`src/rtl/button_conditioner.sv`:
```
// button_conditioner: synchronises, debounces and edge-detects the raw
// push-buttons, then emits one-clock press pulses plus a single-key-lockout
// encoded key event for the calculator datapath.
module button_conditioner #(
    parameter int unsigned N_BTN           = 9,
    parameter int unsigned DEBOUNCE_CYCLES = 500000
) (
    input  logic             clk_in,
    input  logic             reset,
    input  logic [N_BTN-1:0] btn_raw,
    output logic [N_BTN-1:0] btn_level,
    output logic [N_BTN-1:0] press_pulse,
    output logic             key_valid,
    output logic [3:0]       key_code,
    output logic             busy
);

    localparam int unsigned CNT_W = $clog2(DEBOUNCE_CYCLES);
    localparam logic [CNT_W-1:0] CNT_MAX = CNT_W'(DEBOUNCE_CYCLES - 1);

    typedef enum logic {
        IDLE   = 1'b0,
        LOCKED = 1'b1
    } state_e;

    logic [N_BTN-1:0] sync1_q;
    logic [N_BTN-1:0] sync2_q;
    logic [N_BTN-1:0] level_q;
    logic [N_BTN-1:0] level_d;
    logic [N_BTN-1:0] level_prev_q;
    logic [N_BTN-1:0] pulse_q;
    logic [CNT_W-1:0] cnt_q [N_BTN];
    logic [CNT_W-1:0] cnt_d [N_BTN];
    logic [N_BTN-1:0] rise_c;
    logic [3:0]       sel_code_c;
    state_e           state_q;
    logic             key_valid_q;
    logic [3:0]       key_code_q;
    logic             busy_q;

    // Two-flop synchroniser for the asynchronous button levels.
    always_ff @(posedge clk_in) begin
        if (!reset) begin
            sync1_q <= '0;
            sync2_q <= '0;
        end else begin
            sync1_q <= btn_raw;
            sync2_q <= sync1_q;
        end
    end

    // Per-button debounce: a level change is accepted only after the
    // synchronised value has disagreed for DEBOUNCE_CYCLES consecutive cycles.
    always_comb begin
        level_d = level_q;
        for (int i = 0; i < int'(N_BTN); i++) begin
            cnt_d[i] = '0;
            if (sync2_q[i] != level_q[i]) begin
                if (cnt_q[i] == CNT_MAX) begin
                    level_d[i] = sync2_q[i];
                end else begin
                    cnt_d[i] = cnt_q[i] + CNT_W'(1);
                end
            end
        end
    end

    // Debounce state and edge-detect registers.
    always_ff @(posedge clk_in) begin
        if (!reset) begin
            level_q      <= '0;
            level_prev_q <= '0;
            pulse_q      <= '0;
            for (int i = 0; i < int'(N_BTN); i++) begin
                cnt_q[i] <= '0;
            end
        end else begin
            level_q      <= level_d;
            level_prev_q <= level_q;
            pulse_q      <= rise_c;
            for (int i = 0; i < int'(N_BTN); i++) begin
                cnt_q[i] <= cnt_d[i];
            end
        end
    end

    // Debounced rising edges and lowest-index priority encode of them.
    always_comb begin
        rise_c     = level_q & ~level_prev_q;
        sel_code_c = '0;
        for (int i = int'(N_BTN) - 1; i >= 0; i--) begin
            if (rise_c[i]) begin
                sel_code_c = 4'(i + 1);
            end
        end
    end

    // Lockout FSM: one key event per press, re-armed once all buttons release.
    always_ff @(posedge clk_in) begin
        if (!reset) begin
            state_q     <= IDLE;
            key_valid_q <= 1'b0;
            key_code_q  <= '0;
            busy_q      <= 1'b0;
        end else begin
            key_valid_q <= 1'b0;
            case (state_q)
                IDLE: begin
                    if (|rise_c) begin
                        key_valid_q <= 1'b1;
                        key_code_q  <= sel_code_c;
                        busy_q      <= 1'b1;
                        state_q     <= LOCKED;
                    end
                end
                LOCKED: begin
                    if (level_q == '0) begin
                        busy_q  <= 1'b0;
                        state_q <= IDLE;
                    end
                end
                default: begin
                    busy_q  <= 1'b0;
                    state_q <= IDLE;
                end
            endcase
        end
    end

    assign btn_level   = level_q;
    assign press_pulse = pulse_q;
    assign key_valid   = key_valid_q;
    assign key_code    = key_code_q;
    assign busy        = busy_q;

endmodule

```
`config.mk`:
```
export PLATFORM = sky130hd
export DESIGN_NAME = button_conditioner
export DESIGN_NICKNAME = d
export VERILOG_FILES = /design/src/rtl/button_conditioner.sv
export SDC_FILE = /design/constraint.sdc
export NUM_CORES = 1
export LEC_CHECK = 0
export CAP_MARGIN = 20
export CORE_MARGIN = 2
export CORE_UTILIZATION = 65
export DETAILED_ROUTE_END_ITERATION = 16
export PLACE_DENSITY = 0.84
export SKIP_CTS_REPAIR_TIMING = 1
export SYNTH_ARGS = -nofsm -noshare
export SYNTH_HDL_FRONTEND = slang
export SYNTH_SLANG_ARGS = --single-unit
```
`constraint.sdc`:
```
create_clock -name clk_in -period 4.9 [get_ports clk_in]
set_input_delay 0.735 -clock clk_in [delete_from_list [all_inputs] [get_ports clk_in]]
set_output_delay 0.735 -clock clk_in [all_outputs]
set_load 0.01 [all_outputs]
```
; ---- Word-level counts from Yosys, hierarchy flattened
; Memories as Yosys holds them, arrays and structs flattened.
; Index checks and enable logic that the tools add are counted.
; Widths: inputs -> output; s select.
[classes]
addsub = 9
eq_ne = 20
n_mux = 44
bitwise_logic = 13
reduce_logical = 14
[ops]
columns = cell, count
row1 = $mux 19, 27
row2 = $add 19x1->19 const B, 9
row3 = $eq 19x19->1 const B, 9
row4 = $mux 4, 9
row5 = $reduce_and 2->1, 11
row6 = $and 9x9->9, 1
row7 = $logic_not 9->1, 1
row8 = $ne 1x1->1, 9
row9 = $not 9->9, 1
row10 = $or 1x1->1, 9
row11 = $reduce_or 9->1, 1
row12 = $mux 1, 6
row13 = $pmux 1 s2, 2
row14 = $ne 2x1->1 const B, 1
row15 = $ne 2x2->1 const B, 1
row16 = $not 1->1, 2
row17 = $reduce_or 2->1, 1
[word_totals]
register_bits = 52
ram_bits = 171
out_inout_bits = 24
n_memories = 1
[mem_list]
columns = memory, words, word_bits, rd, rd_ports_with_merged_regs, wr, line_no
row1 = cnt_q, 9, 19, 9, 0, 9, 32  ; logic [CNT_W-1:0] cnt_q [N_BTN];

; ---- Logic depth before layout (Yosys ltp)
; Gate-level depths: netlist (run 1).
[logic_depth]
word_depth = 11
ltp_mapped = 8

; ---- Worst setup path after synthesis (run 1)
; Ideal clock, no wire load.
[synth_timing]
path_kind = in2reg
from = input reset
to = memory cnt_q[0][41] (netlist name)
arrival_ns = 1.890
required_ns = 4.836
slack_ns = 2.946
path_stages = 7
path_cell_list = buf_2 > clkbuf_1 > nand2_1 > or2_2 > buf_2 > buf_2 > nor2_1
[synth_lines]
columns = element, line_no
row1 = start: declaration, 9  ; input logic reset,
row2 = end: declaration, 32

; ---- Final worst setup path (run 1)
[layout_timing]
from = register level_q[2] (netlist: btn_level[2])
to = output btn_level[2]
[layout_lines]
columns = element, line_no
row1 = start: declaration, 28  ; logic [N_BTN-1:0] level_q;
row2 = start signal: assignment, 78  ; level_q <= level_d;
row3 = end: declaration, 11  ; output logic [N_BTN-1:0] btn_level,
; No word-level cell between the ends.

==> results of run 1 <==
-- worst max-delay path by stage --
stage	startpoint	cells after the start	slack [ps]	endpoint
floorplan	reset	7	2950	cnt_q[0][41]$_SDFF_PP0_
global placement	reset	4	2260	cnt_q[0][2]$_SDFF_PP0_
detailed placement	reset	4	2180	cnt_q[0][8]$_SDFF_PP0_
CTS	btn_level[2]$_SDFFE_PN0P_	1	2540	btn_level[2]
global route	btn_level[2]$_SDFFE_PN0P_	1	2490	btn_level[2]
finish	btn_level[2]$_SDFFE_PN0P_	1	2560	btn_level[2]
-- metrics by stage --
stage	cells	util, %	setup WS [ps]	instance area [sq um]	total power [mW]
2_1_floorplan	1013	-	2946	9099	1.893
3_3_place_gp	1201	69.12	2264	9520	1.904
3_5_place_dp	1201	69.12	2176	9520	1.905
4_1_cts	1237	74.26	2539	10230	3.519
5_1_grt	1237	74.26	2491	10230	3.598
6_report	1237	74.26	2565	10230	3.497
-- cell families (layout without fill, tap and decap cells) --
group | Yosys count | after routing | share of synthesized area, %
DFF | 223 | 223 | 49.06
muxes | 9 | 9 | 0.9901
adders and majority gates | 9 | 9 | 1.238
AOI/OAI and AO/OA | 17 | 17 | 1.210
xor gates and xnor gates | 161 | 161 | 15.50
and+or+nand+nor | 546 | 546 | 29.57
buffers and inverters | 48 | 92 | 2.434
-- state kept, by name, indices dropped and copies added, names as in the netlist --
signal,cells
cnt_q,171
btn_level,9
level_prev_q,9
press_pulse,9
sync1_q,9
sync2_q,9
key_code,4
busy,1
key_valid,1
state_q,1
-- layout make-up --
type | instances | area share [%]
tap | 180 | 2.202
clock buffer | 33 | 6.777
inverter | 22 | 0.8073
timing repair buffer | 34 | 3.278
sequential | 223 | 43.65
multi-input combinational | 742 | 43.14
clock inverter | 3 | 0.1468
-- power by group through the flow --
stage                     clock [mW]  sequential, mW  combinational (mW)
after floorplan                    0            1.87              0.0268
after global placement             0            1.87              0.0367
after detailed placement           0            1.87              0.0377
after CTS                       1.65            1.83              0.0381
after global routing            1.73            1.83              0.0419
final                           1.63            1.83              0.0377
-- synth_stat cells (all sizes together), types with 12 or more instances --
| cell | n | area [sq um] |
|---|---|---|
| dfxtp | 223 | 4464 |
| buf | 17 | 103.9 |
| nor3 | 19 | 95.09 |
| and4 | 23 | 209.0 |
| and3 | 25 | 156.4 |
| nor2b | 12 | 75.07 |
| inv | 22 | 82.58 |
| and2 | 33 | 206.5 |
| xor2 | 104 | 910.9 |
| xnor2 | 57 | 499.2 |
| nand3 | 70 | 350.3 |
| nand2 | 67 | 251.5 |
| nand4 | 35 | 219.0 |
| nor2 | 222 | 833.3 |
-- layer usage --
metal  track usage [%]  vias up
met5                 0        -
met4             5.603        0
met3             4.414       30
met2             39.58       90
met1             28.54     3096
li1                  -     3431
==> reports/qor.yml, run 1 <==
grt:
  antenna_found_initial: 0
  number_of_global_route_vias_before_repair: 6265
  grt-ovfl-total: 0
  grt_max_degree: 45
  grt_pass1_wl_microns: 28060
  grt.total_usage_pct: 22.56
drt:
  finalWirelength_microns: 16360
  drt_first_pass_iters: 4
  highest_layer: "met4"
  vias: 6647
  avgRoutedWirePerCell_microns: 13.23
  routed_via_density: 5.373
  detailedRoute.firstIterationViolations: 276
  met2_wire_len_microns: 7844
  detailroute.wirelength.met3_microns: 661
  wl_met1_microns: 7544
  antenna_violating_nets_post_route: 0
  drc: 0
critical_path:
  r2r_path_start: "cnt_q[0][0]$_SDFF_PP0_"
  worst-path-buf-inv: 1
  data_arrival_at_the_endpoint_of_the_critical_path_ps: 1600
  worstPathCellList: "clkdlybuf4s50_1"
  timing.setup.critical_path_class: "flip-flop to primary output"
  max_stage_delay_ps: 630
  rr_worst_depth: 6
  critPathRequiredTime_ps: 4160
  worst_r2r_endpoint: "cnt_q[0][8]$_SDFF_PP0_"
  end_kind: "primary output"
  cp_top_delay_family: "buffers and inverters"
  r2r_slack_ps: 2820
  critPathLaunchType: "flip-flop"
  timing.critical_path.fanout_max: 7
  timing.critical_path.slowest_stage_cell: "clkdlybuf4s50_1"
finish:
  sequential_cell_area_sq_um: 4464
  layout.cells.most_common_list: "dfxtp_1, nor2_1, xor2_1"
  final_layout_size_suffix_gt1_share_pct: 4.447
  insertedDiodeCount: 0
  final_net_count: 1066
  final.fill_count: 1026
  layout.cells.most_common: "dfxtp_1"
  area_taken_by_multi_input_logic_gates_sq_um: 4413
  synthToLayoutAreaGrowth_pct: 12.42
clocking:
  cts_buffers: 23
  cts.root.buffer_cell: "clkbuf_16"
  h-tree-depth: 1
  clk_path_buf_depth: 3
  clkSinkCount: 223
  clk_pin_slew_worst_paths_ps: 60
  tritoncts: "built"
  clk-insertion-delay-late_ps: 500
timing:
  worstMarginPinSlew_ps: 764.2
  fmax_mhz: 428.2
  timing.clock.skew_ps: 6.576
  period_minus_slack_ps: 2335
  fin_tns_setup_ps: 0
  relSlewSlack_pct: 48.66
  rsz0062_at_grt: "no"
  report.final.setup_viol: 0
  fin_hold_ws_ps: 408.2
  final_hold_viol_count: 0
  slew_viol_final: 0
  post-route-period-util_pct: 47.66
synth:
  ys_seq_elements: 223
  seq_area_frac_synth_pct: 49.06
  synth-warning-count: 0
  yosysUniqueCellTypes: 40
  synth.cell_area_sq_um: 9099
  asyncSetResetFlopFracSynth_pct: 0
  synth_flop_cell: "dfxtp_1"
  synth_nets: 1033
  synth-edff-count: 0
  synthesized_instance_count: 1013
  avgSynthCellArea_sq_um: 8.982
pwr:
  power_switching_share_pct: 19.77
  power_switching_uw: 691.2
  total_leakage_power_nw: 3.500
  clock_share_of_power_pct: 46.7
  pwr-share-seq_pct: 52.3
  comb_power_share_pct: 1.1
  power.density_nw_per_um2: 341.9
  vdd_drop_max_mv: 0.3232
  p_int_mw: 2.806
min_path:
  holdCritStartpoint: "level_prev_q[1]$_SDFF_PN0_"
  hold_path_end: "press_pulse[1]$_SDFF_PN0_"
  worst_hold_path_type: "flip-flop to flip-flop"
  min_delay_path_depth: 1
placement:
  count_of_buffers_inserted_at_the_top_level_ports: 34
  finalWeightedCongestion: 0.8386
  detailed_place_hpwl_microns: 10760
floorplan:
  fp.coreArea_sq_um: 13770
  die_area_sq_um: 14960
  die_w_microns: 122.3
  effective_utilization_at_floorplan_pct: 66.06
  io_pins: 35
  std_cell_rows: 43
  die_y_microns: 122.3
run_status:
  status: "finished clean"
run:
  maxCapViolations: 0
Note: power is estimated with default switching activity, not from simulation.
==> inputs of run 2 (changes only) <==
Settings changed: CORE_UTILIZATION 65 to 60, PLACE_DENSITY 0.84 to 0.79.
Clock period 4.9 ns to 2.5 ns, I/O delays scaled along.
==> run 2 against run 1 <==
  * Sequential share of layout area down 0.25 points
  * Clock skew up 2.3 ps
  * Hold slack better by 2.1 ps
  * Power increased by 97%
  * Routed wire length shrank 1.2%
  * Setup slack worse by 2100 ps
  * Via count grew 0.47%
  * Sequential power rose by 96%
  * Critical endpoint is now cnt_q[0][2]$_SDFF_PP0_
==> reports/qor.yml, run 2 (synthesis gave the netlist of run 1 again) <==
drt:
  drt_first_pass_iters: 5
  wl_met1_microns: 7557
  routed_via_density: 5.330
  antenna_violating_nets_post_route: 0
  finalWirelength_microns: 16160
  highest_layer: "met4"
  detailroute.wirelength.met3_microns: 662
  drc: 0
  vias: 6678
  met2_wire_len_microns: 7586
  detailedRoute.firstIterationViolations: 396
  avgRoutedWirePerCell_microns: 12.90
grt:
  number_of_global_route_vias_before_repair: 6250
  grt_max_degree: 27
  grt.total_usage_pct: 20.28
  grt_pass1_wl_microns: 27920
  grt-ovfl-total: 0
  antenna_found_initial: 0
floorplan:
  effective_utilization_at_floorplan_pct: 60.52
  die_y_microns: 127.1
  die_w_microns: 127.1
  die_area_sq_um: 16170
  fp.coreArea_sq_um: 15030
  std_cell_rows: 45
  io_pins: 35
clocking:
  cts.root.buffer_cell: "clkbuf_16"
  tritoncts: "built"
  cts_buffers: 23
  clkSinkCount: 223
  clk_pin_slew_worst_paths_ps: 60
  clk_path_buf_depth: 3
  clk-insertion-delay-late_ps: 500
  h-tree-depth: 1
critical_path:
  cp_top_delay_family: "simple AND/OR/NAND/NOR gates"
  rr_worst_depth: 6
  crit_path_depth: 6
  critPathLaunchType: "flip-flop"
  path_common_cell: "and4_4"
  worstPathCellList: "ha_1, and4_4, and4_4, and4_4, or3_1, nor2_1"
  data_arrival_at_the_endpoint_of_the_critical_path_ps: 2440
  end_kind: "flip-flop"
  critPathRequiredTime_ps: 2860
  timing.critical_path.fanout_max: 19
  max_stage_delay_ps: 510
  worst-path-buf-inv: 0
  timing.setup.critical_path_class: "flip-flop to flip-flop"
  timing.critical_path.slowest_stage_cell: "or3_1"
pwr:
  total_leakage_power_nw: 3.526
  vdd_drop_max_mv: 0.5608
  power.density_nw_per_um2: 670.0
placement:
  finalWeightedCongestion: 0.8510
  detailed_place_hpwl_microns: 10780
  count_of_buffers_inserted_at_the_top_level_ports: 34
finish:
  final_net_count: 1070
  layout.cells.most_common: "dfxtp_1"
  top_register: "cnt_q"
  largest_register_ff_count: 171
  insertedDiodeCount: 0
  final_layout_size_suffix_gt1_share_pct: 4.789
  layout.cells.most_common_list: "dfxtp_1, nor2_1, xor2_1"
  synthToLayoutAreaGrowth_pct: 13.06
timing:
  slew_viol_final: 0
  period_minus_slack_ps: 2074
  relSlewSlack_pct: 49.02
  rsz0062_at_grt: "no"
  report.final.setup_viol: 0
  final_hold_viol_count: 0
  fin_hold_ws_ps: 410.3
  post-route-period-util_pct: 82.95
  fmax_mhz: 482.2
  fin_tns_setup_ps: 0
  worstMarginPinSlew_ps: 758.9
  timing.clock.skew_ps: 8.836
run:
  maxCapViolations: 0
min_path:
  min_delay_path_depth: 1
  worst_hold_path_type: "flip-flop to flip-flop"
run_status:
  status: "finished clean"
## run 2: changes by cell type in the layout (fill, tap and decap cells not counted), sizes merged
cell and change:
inv +1, clkinv -1, clkbuf +5, buf +3
## run 2: report_power, final
| part | internal (mW) | switching [mW] | leakage, nW |
|---|---|---|---|
| combinational | 0.0311 | 0.0456 | 1.37 |
| sequential | 3.57 | 0.00950 | 1.80 |
| clock | 1.93 | 1.31 | 0.360 |
| total | 5.53 | 1.36 | 3.53 |
## run 2: cell type report
cell class                 instances  area, sq um
multi-input combinational        742         4413
timing repair buffer              38        365.4
fill                            1199         4746
clock buffer                      37        708.2
tap                              188        235.2
sequential                       223         4464
clock inverter                     3        18.77
inverter                          22        82.58
## run 2: routing by layer
metal	up-vias	GRT usage, %
met5	-	0
met3	31	3.894
met1	3115	26.37
met4	0	5.753
li1	3439	-
met2	93	34.66
## run 2: path summary, 6_finish.rpt
check                                  start                         to  slack (ps)
setup / recovery      cnt_q[0][0]$_SDFF_PP0_     cnt_q[0][2]$_SDFF_PP0_         430
hold / removal    level_prev_q[5]$_SDFF_PN0_  press_pulse[5]$_SDFF_PN0_         410
setup reg to reg      cnt_q[0][0]$_SDFF_PP0_     cnt_q[0][2]$_SDFF_PP0_         430
hold reg to reg   level_prev_q[5]$_SDFF_PN0_  press_pulse[5]$_SDFF_PN0_         410
## run 2: stage by stage
stage	area, sq um	util, %	worst slack [ps]	cells	total power [mW]
final	10290	68.43	426.2	1253	6.893
after global routing	10290	68.43	288.0	1253	7.122
after CTS	10290	68.43	410.8	1253	6.952
after detailed placement	9560	63.60	439.6	1213	3.738
after global placement	9560	63.60	507.8	1213	3.735
after floorplan	9099	-	717.1	1013	3.710
